===== src/rtl/turbo_pkg.sv =====
// Shared constants and types for the RSC encoder and the decoder trellis.
// Generator bit MEMORY weights the feedback node; bits MEMORY-1..0 tap r1..r3.
package turbo_pkg;
   localparam int MEMORY = 3;
   localparam logic [MEMORY:0] G_FB = 4'b1011;
   localparam logic [MEMORY:0] G_FF = 4'b1101;

   typedef logic [MEMORY-1:0] rsc_state_t;

   typedef enum logic [1:0] {
      ST_LOAD,
      ST_TAIL,
      ST_DONE
   } enc_fsm_t;
endpackage


===== src/rtl/rsc_step.sv =====
// One combinational trellis step of the 13/15 octal RSC code.
// state = {r1, r2, r3}, so the state index is r1*4 + r2*2 + r3.
module rsc_step
   import turbo_pkg::*;
(
   input  rsc_state_t state,
   input  logic       u,
   input  logic       tail,
   output logic       sys,
   output logic       parity,
   output rsc_state_t next_state
);

   logic fb;
   logic a;

   always_comb begin
      fb         = ^(G_FB[MEMORY-1:0] & state);
      // During termination the input cancels the feedback, driving a to 0.
      sys        = tail ? fb : u;
      a          = sys ^ fb;
      parity     = (G_FF[MEMORY] & a) ^ (^(G_FF[MEMORY-1:0] & state));
      next_state = {a, state[MEMORY-1:1]};
   end

endmodule


===== src/rtl/rsc_frame_encoder.sv =====
// Frame encoder: K data steps, MEMORY tail steps, then the full code frame
// is presented with a valid/ready handshake.
//
// state   | meaning
// --------+---------------------------------------------------------------
// LOAD    | accept data bits while in_ready = 1, one step per accepted bit
// TAIL    | MEMORY termination steps, no input consumed
// DONE    | frame held; out_valid rises one cycle after entry, ends on out_ready
module rsc_frame_encoder
   import turbo_pkg::*;
#(
   parameter int SYMBOLS         = 10,
   parameter int BITS_PER_SYMBOL = 2
) (
   input  logic                                     clk,
   input  logic                                     rst_n,
   input  logic                                     in_valid,
   input  logic                                     in_bit,
   output logic                                     in_ready,
   input  logic                                     out_ready,
   output logic                                     out_valid,
   output logic [BITS_PER_SYMBOL-1:0][SYMBOLS-1:0]  code,
   output rsc_state_t                               final_state
);

   localparam int K     = SYMBOLS - MEMORY;
   localparam int CNT_W = $clog2(SYMBOLS);
   localparam logic [CNT_W-1:0] LAST_DATA = CNT_W'(K - 1);
   localparam logic [CNT_W-1:0] LAST_STEP = CNT_W'(SYMBOLS - 1);

   enc_fsm_t         fsm;
   rsc_state_t       r;
   logic [CNT_W-1:0] cnt;

   logic       step_sys;
   logic       step_parity;
   rsc_state_t step_next;

   rsc_step u_step (
      .state      (r),
      .u          (in_bit),
      .tail       (fsm == ST_TAIL),
      .sys        (step_sys),
      .parity     (step_parity),
      .next_state (step_next)
   );

   always_ff @(posedge clk or negedge rst_n) begin
      if (!rst_n) begin
         fsm         <= ST_LOAD;
         r           <= '0;
         cnt         <= '0;
         in_ready    <= 1'b0;
         out_valid   <= 1'b0;
         code        <= '0;
         final_state <= '0;
      end else begin
         case (fsm)
            ST_LOAD: begin
               in_ready <= 1'b1;
               if (in_valid && in_ready) begin
                  code[0][cnt] <= step_sys;
                  code[1][cnt] <= step_parity;
                  r            <= step_next;
                  cnt          <= cnt + 1'b1;
                  if (cnt == LAST_DATA) begin
                     fsm      <= ST_TAIL;
                     in_ready <= 1'b0;
                  end
               end
            end

            ST_TAIL: begin
               code[0][cnt] <= step_sys;
               code[1][cnt] <= step_parity;
               r            <= step_next;
               cnt          <= cnt + 1'b1;
               if (cnt == LAST_STEP) begin
                  fsm         <= ST_DONE;
                  final_state <= step_next;
               end
            end

            ST_DONE: begin
               if (!out_valid) begin
                  out_valid <= 1'b1;
               end else if (out_ready) begin
                  out_valid <= 1'b0;
                  in_ready  <= 1'b1;
                  r         <= '0;
                  cnt       <= '0;
                  fsm       <= ST_LOAD;
               end
            end

            default: fsm <= ST_LOAD;
         endcase
      end
   end

endmodule


===== config.mk =====
export PLATFORM = sky130hd
export DESIGN_NAME = rsc_frame_encoder
export DESIGN_NICKNAME = d
export VERILOG_FILES = /design/src/rtl/turbo_pkg.sv /design/src/rtl/rsc_step.sv /design/src/rtl/rsc_frame_encoder.sv
export SDC_FILE = /design/constraint.sdc
export NUM_CORES = 1
export LEC_CHECK = 0
export ABC_AREA = 1
export CORE_AREA = 3 3 62 64
export DETAILED_ROUTE_END_ITERATION = 8
export DIE_AREA = 0 0 65 67
export PLACE_DENSITY = 0.79
export SKIP_CTS_REPAIR_TIMING = 1
export SKIP_LAST_GASP = 1
export SLEW_MARGIN = 25
export SYNTH_ARGS = -nofsm -noshare
export SYNTH_HDL_FRONTEND = slang
export SYNTH_SLANG_ARGS = --single-unit

===== constraint.sdc =====
create_clock -name clk -period 2.9 [get_ports clk]
set_input_delay 0.29 -clock clk [delete_from_list [all_inputs] [get_ports clk]]
set_output_delay 0.29 -clock clk [all_outputs]
set_load 0.01 [all_outputs]

# [Yosys cells after proc, flatten, opt, wreduce, memory -nomap -nowiden]
# Index checks and enable logic that the tools add are counted.
[totals] regBits=34 inputBits=5 out_inout_bits=25 elab_cells=63
[classes] add_sub_neg=1 order_cmp=2 eq_ne=9 muxes=28 n_bitwise=2 reduce_logical=13
[op_table] cell="20-bit one-hot mux with 2 select lines" n=1
[op_table] cell="10-bit bitwise mux" n=2
[op_table] cell="20-bit two-way mux" n=1
[op_table] cell="4-bit two-way mux" n=3
[op_table] cell="4-bit one-hot mux with 3 select lines" n=1
[op_table] cell="2-bit two-way mux" n=5
[op_table] cell="2-bit != test (second input constant)" n=5
[op_table] cell="3-bit two-way mux" n=3
[op_table] cell="3-bit one-hot mux with 3 select lines" n=1
[op_table] cell="1-bit two-way mux" n=8
[op_table] cell="2-bit one-hot mux with 3 select lines" n=1
[op_table] cell="3-bit parity" n=2
[op_table] cell="4-bit by 5-bit < comparator with 1-bit output (second input constant)" n=1
[op_table] cell="5-bit AND reduction" n=1
[op_table] cell="4-bit by 1-bit adder with 4-bit output (second input constant)" n=1
[op_table] cell="1-bit demux with 4-bit select" n=1
[op_table] cell="4-bit by 3-bit equality test with 1-bit output (second input constant)" n=1
[op_table] cell="4-bit equality test (second input constant)" n=1
[op_table] cell="4-bit by 1-bit greater-or-equal comparator with 1-bit output (second input constant)" n=1
[op_table] cell="2-bit AND reduction" n=2
[op_table] cell="4-bit AND reduction" n=1
[op_table] cell="2-bit nonzero test" n=2
[op_table] cell="3-bit AND reduction" n=1
[op_table] cell="3-bit nonzero test" n=1
[op_table] cell="other kinds (6)" n=8

# [Logic depth before layout (Yosys ltp)]
# Gate-level depths: netlist of run 1.
[logic_depth] depth_word=7 mapped_depth=8 ltp_nobuf=8

# [By module]
# A second synthesis of run 1 with hierarchy kept.
[hier_totals] hier_cells=220 area_unflattened_um2=1744.2
[modules_own_cells] module="rsc_frame_encoder" instances=1 cells_per_inst=197 area_each_um2=1619.1 seq_area_each_um2=850.8
[modules_own_cells] module="rsc_step" instances=1 cells_per_inst=23 area_each_um2=125.1 seq_area_each_um2=0.0

# [Worst setup path after synthesis of run 1]
# OpenSTA, ideal clock, no wires.
[synth_timing] path_kind="register -> register" from="register cnt[0]" to="register code[18] (netlist name)" setup_ns=0.116 arrival_ns=1.099 required_ns=2.784 setup_slack_ns=1.685 stages_incl_launch_ff=8 path_buffers=0 period_less_slack_ns=1.215 cell_sequence="dfrtp_1 > inv_1 > ha_1 > inv_1 > nor3_2 > inv_1 > nand2_1 > nand2_1"
[synth_between] elab_chain_cells=7 elab_cells_between_ends=8 cone_classes="order compare: 2; mux: 5; reduce/logical: 1"
[synth_rtl] element="start, declared" line_no="rsc_frame_encoder.sv:33" source="logic [CNT_W-1:0] cnt;"
[synth_rtl] element="start signal, assigned" line_no="rsc_frame_encoder.sv:65" source="cnt <= cnt + 1'b1;"
[synth_rtl] element="start signal, assigned" line_no="rsc_frame_encoder.sv:77" source="cnt <= cnt + 1'b1;"
[synth_rtl] element="4-bit by 5-bit < comparator with 1-bit output (not written as such) or 4-bit by 1-bit greater-or-equal comparator with 1-bit output (tied branches)" line_no="rsc_frame_encoder.sv:63, rsc_frame_encoder.sv:75"
[synth_rtl] element="1-bit logical AND (not written as such)" line_no="rsc_frame_encoder.sv:63, rsc_frame_encoder.sv:75"
[synth_rtl] element="1-bit two-way mux (not written as such)" line_no="rsc_frame_encoder.sv:63, rsc_frame_encoder.sv:75"
[synth_rtl] element="1-bit demux with 4-bit select *" line_no="rsc_frame_encoder.sv:63, rsc_frame_encoder.sv:75"
[synth_rtl] element="10-bit bitwise mux *" line_no="rsc_frame_encoder.sv:63, rsc_frame_encoder.sv:75"
[synth_rtl] element="20-bit two-way mux" line_no="rsc_frame_encoder.sv:61" source="if (in_valid && in_ready) begin"
[synth_rtl] element="20-bit one-hot mux with 2 select lines *" line_no="rsc_frame_encoder.sv:58" source="case (fsm)"
[synth_rtl] element="end signal, assigned by index" line_no="rsc_frame_encoder.sv:62" source="code[0][cnt] <= step_sys;"
[synth_rtl] element="end signal, assigned by index" line_no="rsc_frame_encoder.sv:63" source="code[1][cnt] <= step_parity;"
[synth_rtl] element="end signal, assigned by index" line_no="rsc_frame_encoder.sv:75" source="code[1][cnt] <= step_parity;"
[synth_rtl] element="end, declared" line_no="rsc_frame_encoder.sv:22" source="output logic [BITS_PER_SYMBOL-1:0][SYMBOLS-1:0] code,"
# Mark *: on every way between the ends. The rest lies on a longest branch, timed or not. The select of a mux whose other input is x is not followed.
# A chain may end at the register's enable or synchronous reset.

# [Worst setup path in the final report of run 1]
[layout_timing] from="register out_valid" to="output port out_valid"
[layout_lines] element="start, declared" line_no="rsc_frame_encoder.sv:21" source="output logic out_valid,"
[layout_lines] element="start signal, assigned" line_no="rsc_frame_encoder.sv:54" source="out_valid <= 1'b0;"
[layout_lines] element="start signal, assigned" line_no="rsc_frame_encoder.sv:86" source="out_valid <= 1'b1;"
[layout_lines] element="start signal, assigned" line_no="rsc_frame_encoder.sv:88" source="out_valid <= 1'b0;"
# No word-level cell between the ends.

==> flow_summary_export.csv, run 1 <==
group,metric,value,unit
run_status,outcome,"complete, no violations",
placement,gp_congestion,0.813,
setup_path,crit_path_top_delay_cell,"clkdlybuf4s50_1",
cells_and_area,layoutNonFillerInstCount,279,
sta,hold_viol,0,
power_and_ir_drop,combPwrFrac,49.2,%
flow_run,maxCapViolations,0,
sta,max_slew_margin,69.0,%
sta,fin_tns_setup,0,ns
yosys,synth_area,1650,um^2
power_and_ir_drop,powerDensity,1030,nW/um^2
cells_and_area,antenna_cells,0,
detailed_routing,wirelength,3.01,mm
floorplan,fp.dieH,67,um
power_and_ir_drop,p_sw,859,uW
clock_tree,path_clk_slew,0.10,ns
floorplan,io_pins,30,
placement,portBuffers,29,
yosys,synth-seq-area-share,51.6,%
floorplan,num_rows,21,
detailed_routing,first_pass_iters,4,
yosys,avgSynthCellArea,8.37,um^2
setup_path,path_buf_inv,1,
setup_path,worstPathArrival,1.27,ns
placement,placedCellCount,271,
detailed_routing,drc,0,
sta,worstMarginPinSlew,0.465,ns
power_and_ir_drop,leakage,0.972,nW
clock_tree,cts.sinks,34,
cells_and_area,fillers,301,
yosys,synth-seq-cells,34,
power_and_ir_drop,irDropWorstVdd,412,uV
detailed_routing,wl_per_cell,10.8,um
setup_path,crit_chain,"clkdlybuf4s50_1",
power_and_ir_drop,clockPowerShare,12.6,%
floorplan,core-area,3340,um^2
clock_tree,ctsLongestPathBuffers,2,
placement,dp_hpwl,2.25,mm
detailed_routing,drt_iter0_markers,33,
yosys,yosys.area.top_type,"dfrtp_1",
cells_and_area,design_area,2050,um^2
yosys,synth_area_leaders,"dfrtp_1 (52%), nand2_1 (15%), inv_1 (5.2%)",
sta,worst_clock_skew,0.00980,ns
sta,holdWs,0.351,ns
grt,grt_pass1_wl,5.45,mm
grt,grt_overflow,0,
clock_tree,cts_tree,"built",
yosys,syn-num-nets,206,
sta,setup_viol,0,
setup_path,critPathKind,"reg2out",
setup_path,cp.required,2.61,ns
yosys,yosysUniqueCellTypes,24,
sta,setup_ws,1.34,ns
worst_hold_path,hp-class,"in2async",
detailed_routing,ant_nets,0,
power_and_ir_drop,p_seq_share,38.2,%
setup_path,slowest_delay,0.55,ns
grt,grtUsageTotal,16.5,%
clock_tree,cts-root-buf,"clkbuf_4",
floorplan,die_area,4360,um^2
sta,period_minus_slack,1.56,ns
detailed_routing,detail_route.vias_per_cell,4.65,
sta,period_share,53.6,%
power_and_ir_drop,intPower,1.25,mW
sta,rsz0062_at_grt,"no",
placement,post-place-ws,1.28,ns
setup_path,crit_fanout,4,
yosys,yosys_warnings,0,
power_and_ir_drop,switching_share,40.6,%
cells_and_area,syn_to_final_growth,24.2,%
grt,antenna_found_initial,0,
sta,drv_slew,0,
setup_path,start_kind,"flop",
detailed_routing,vias,1298,
grt,grt_pass1_vias,1331,
sta,fmax,0.643,GHz
yosys,synth_top_area_share,51.6,%
placement,dpl-instance-area,1990,um^2
clock_tree,htreeDepth,2,
setup_path,critPathTopFamily,"buffers and inverters",
floorplan,die_w,65,um
yosys,syn-instance-count,197,
floorplan,initial_core_util,49.4,%
cells_and_area,drive_above_1_share,11.6,%
cells_and_area,nets,241,
clock_tree,clock_latency,0.33,ns
setup_path,endpoint_kind,"output pin",
grt,grt_max_degree,35,
clock_tree,cts_buffers,5,
-- sequential cells by signal (all words and copies together), names as in the netlist --
signal / count
cnt: 4
code: 20
final_state: 3
fsm: 2
in_ready: 1
out_valid: 1
r: 3
-- final timing paths --
check,startpoint,end,slack [ns],depth (start not counted)
setup / recovery,out_valid$_DFFE_PN0P_,out_valid,1.34,1
min in group clk,code[8]$_DFFE_PN0P_,code[8]$_DFFE_PN0P_,0.48,2
setup reg to reg,cnt[0]$_DFFE_PN0P_,code[4]$_DFFE_PN0P_,1.53,5
hold reg to reg,code[8]$_DFFE_PN0P_,code[8]$_DFFE_PN0P_,0.48,2
max in group asynchronous,rst_n,final_state[2]$_DFFE_PN0P_,2.25,2
hold / removal,rst_n,code[9]$_DFFE_PN0P_,0.35,2
-- synthesized netlist by cell type --
| cell | number |
|---|---|
| o21ai_0 | 11 |
| ha_1 | 4 |
| nor3_1 | 2 |
| nand3_2 | 1 |
| a21oi_1 | 4 |
| nand2_1 | 67 |
| o21ai_2 | 1 |
| nand3_1 | 6 |
| buf_6 | 1 |
| inv_2 | 3 |
| dfrtp_1 | 34 |
| nor2_1 | 9 |
| o22ai_1 | 2 |
| a21oi_2 | 1 |
| or2_1 | 1 |
| nor2_2 | 3 |
| nor3_2 | 4 |
| nand2_4 | 2 |
| o21ai_1 | 7 |
| o31ai_1 | 5 |
| inv_1 | 23 |
| buf_2 | 1 |
| nand2_2 | 4 |
| xor2_1 | 1 |
-- cell usage in the layout, fill, tap and decap left out --
cell / synthesis / layout
a21oi_1: 4 / 4
a21oi_2: 1 / 1
buf_4: 0 / 1
clkbuf_1: 0 / 1
clkbuf_4: 0 / 5
clkbuf_8: 0 / 1
clkdlybuf4s50_1: 0 / 29
clkinv_2: 0 / 1
dfrtp_1: 34 / 34
ha_1: 4 / 4
inv_1: 23 / 23
inv_2: 3 / 3
nand2_1: 67 / 67
nand2_2: 4 / 4
nand2_4: 2 / 2
nand3_1: 6 / 6
nand3_2: 1 / 1
nor2_1: 9 / 9
nor2_2: 3 / 3
nor3_1: 2 / 2
nor3_2: 4 / 4
o21ai_0: 11 / 11
o21ai_1: 7 / 7
o21ai_2: 1 / 1
o22ai_1: 2 / 2
o31ai_1: 5 / 5
or2_1: 1 / 1
xor2_1: 1 / 1
-- cells by family (layout without fill, tap and decap cells) --
family | Yosys count | count (layout) | share of synthesized area [%]
and+or+nand+nor | 99 | 99 | 27.2
DFF | 34 | 34 | 51.6
AOI/OAI and AO/OA | 31 | 31 | 10.8
buffers and inverters | 28 | 64 | 6.90
adders and majority gates | 4 | 4 | 3.04
xor gates and xnor gates | 1 | 1 | 0.531
-- through the flow --
stage	total power [mW]	util, %
5_1_grt	2.31	61.4
4_1_cts	2.15	61.4
6_report	2.11	61.4
2_1_floorplan	1.43	-
3_5_place_dp	1.87	59.6
3_3_place_gp	1.86	59.6
-- layout make-up --
cell class | instances | area [um^2] | area share [%]
Multi-Input combinational cell | 135 | 684 | 33.4
Inverter | 26 | 97.6 | 4.76
Clock buffer | 7 | 55.1 | 2.69
Sequential cell | 34 | 851 | 41.5
Clock inverter | 1 | 5.00 | 0.244
Timing Repair Buffer | 30 | 298 | 14.5
Tap cell | 46 | 57.6 | 2.81
-- layer usage --
metal / routed length [um] / track usage (%) / vias up
li1: - / - / 697
met1: 1470 / 19.1 / 563
met2: 1360 / 27.5 / 32
met3: 135 / 5.73 / 6
met4: 44 / 7.65 / 0
met5: 0 / 0 / -
-- power groups by stage --
stage                     logic, mW  clock network [mW]  registers, mW
final                          1.04               0.267          0.806
after global routing           1.17               0.303          0.836
after CTS                      1.06               0.280          0.809
after detailed placement       1.05                   0          0.818
after global placement         1.04                   0          0.813
after floorplan               0.564                   0          0.871
Note: power is estimated with default switching activity, not from simulation.
==> run 2, diff against run 1 <==
Settings changed: CORE_AREA 3 3 62 64 to 3 3 64 66, DIE_AREA 0 0 65 67 to 0 0 67 69, PLACE_DENSITY 0.79 to 0.78.
Clock period 2.9 ns to 1.4 ns, I/O delays scaled along.
==> run 2 against run 1 <==
Die area up 6.2%. Power up 120%. Cell count is 2.2% higher. Highest routed layer unchanged.
==> flow_summary_export.csv, run 2 (synthesis results as in run 1) <==
group,metric,value,unit
floorplan,fp.dieH,69,um
clock_tree,cts_tree,"built",
detailed_routing,drt_iter0_markers,72,
cells_and_area,final_cell_mix,"nand2_1 (64), dfrtp_1 (31), clkdlybuf4s50_1 (27)",
clock_tree,htreeDepth,2,
sta,drv_slew,0,
setup_path,cp.required,1.26,ns
placement,gp_congestion,0.839,
clock_tree,cts-root-buf,"clkbuf_8",
sta,setup_viol,0,
cells_and_area,layoutNonFillerInstCount,285,
grt,grt_pass1_vias,1307,
cells_and_area,reg_top3,"code x20, cnt x4",
sta,worstMarginPinSlew,0.369,ns
setup_path,start_kind,"flop",
detailed_routing,first_pass_iters,4,
sta,rsz0062_at_grt,"yes",
setup_path,path_buf_inv,1,
grt,antenna_found_initial,0,
power_and_ir_drop,total_power,4.72,mW
sta,period_minus_slack,1.33,ns
grt,grtUsageTotal,17.0,%
clock_tree,ctsLongestPathBuffers,2,
cells_and_area,design_area,2180,um^2
sta,holdWs,0.219,ns
cells_and_area,nets,247,
placement,dpl-instance-area,2040,um^2
detailed_routing,detail_route.vias_per_cell,4.87,
setup_path,worstPathArrival,1.19,ns
cells_and_area,largest_register_ffs,20,
grt,grt_overflow,0,
floorplan,die_w,67,um
setup_path,critPathKind,"reg2out",
cells_and_area,top_register,"code",
sta,period_share,95.1,%
detailed_routing,wirelength,3.39,mm
cells_and_area,drive_above_1_share,18.1,%
worst_hold_path,hp-class,"in2async",
cells_and_area,seq_area,855,um^2
floorplan,num_rows,22,
placement,dp_hpwl,2.51,mm
detailed_routing,vias,1389,
power_and_ir_drop,leakage,1.02,nW
clock_tree,cts_buffers,5,
setup_path,crit_chain,"clkdlybuf4s50_1",
placement,portBuffers,29,
cells_and_area,multi_input_area,718,um^2
sta,max_slew_margin,75.4,%
sta,fmax,0.751,GHz
sta,fin_tns_setup,0,ns
sta,worst_clock_skew,0.00251,ns
sta,hold_viol,0,
cells_and_area,layout_commonest_cell,"nand2_1",
setup_path,endpoint_kind,"output pin",
grt,grt_max_degree,35,
clock_tree,clock_latency,0.29,ns
power_and_ir_drop,irDropWorstVdd,1050,uV
clock_tree,cts.sinks,34,
run_status,outcome,"complete, no violations",
floorplan,io_pins,30,
power_and_ir_drop,powerDensity,2170,nW/um^2
setup_path,crit_fanout,2,
flow_run,maxCapViolations,0,
floorplan,initial_core_util,45.4,%
detailed_routing,ant_nets,0,
grt,grt_pass1_wl,5.91,mm
detailed_routing,drc,0,
cells_and_area,antenna_cells,0,
placement,placedCellCount,278,
detailed_routing,wl_per_cell,11.9,um
setup_path,crit_path_top_delay_cell,"clkdlybuf4s50_1",
floorplan,die_area,4620,um^2
clock_tree,path_clk_slew,0.06,ns
floorplan,core-area,3630,um^2
cells_and_area,fillers,325,
cells_and_area,syn_to_final_growth,31.9,%
setup_path,critPathTopFamily,"buffers and inverters",
setup_path,slowest_delay,0.54,ns
-- run 2: worst paths after layout --
| check | slack, ns | startpoint | depth (start not counted) | endpoint |
|---|---|---|---|---|
| worst max-delay path | 0.07 | code[12]$_DFFE_PN0P_ | 1 | code[12] |
| worst min-delay path | 0.22 | rst_n | 2 | final_state[1]$_DFFE_PN0P_ |
| worst max register to register | 0.08 | cnt[3]$_DFFE_PN0P_ | 4 | code[0]$_DFFE_PN0P_ |
| worst min register to register | 0.47 | code[7]$_DFFE_PN0P_ | 2 | code[7]$_DFFE_PN0P_ |
| max in group asynchronous | 0.99 | rst_n | 2 | fsm[0]$_DFFE_PN0P_ |
| min in group clk | 0.47 | code[7]$_DFFE_PN0P_ | 2 | code[7]$_DFFE_PN0P_ |
-- run 2: per-layer routing --
metal	share of wire [%]	vias to the layer above	track usage [%]
met5	0	-	0
met4	1.7	0	6.98
met3	4.6	6	6.03
met2	48	29	26.2
met1	46	650	21.4
li1	-	704	-
-- run 2: where the power goes --
| part | switching, mW | total (mW) | internal (mW) |
|---|---|---|---|
| clock | 0.324 | 0.703 | 0.378 |
| sequential | 0.294 | 1.70 | 1.41 |
| combinational | 1.28 | 2.32 | 1.04 |
| total | 1.90 | 4.72 | 2.82 |
-- run 2: cell type report --
| type | count | share of cell area (%) |
|---|---|---|
| Clock buffer | 6 | 3.80 |
| Inverter | 26 | 4.60 |
| Multi-Input combinational cell | 135 | 33.0 |
| Sequential cell | 34 | 39.3 |
| Tap cell | 48 | 2.76 |
| Timing Repair Buffer | 36 | 16.6 |
-- run 2: per-stage QoR --
step	worst slack (ns)	utilization (%)
6_report	0.0690	59.9
5_1_grt	-0.0321	59.9
4_1_cts	0.0248	58.4
3_5_place_dp	-0.0835	56.2
3_3_place_gp	-0.0114	56.2
2_1_floorplan	0.185	-
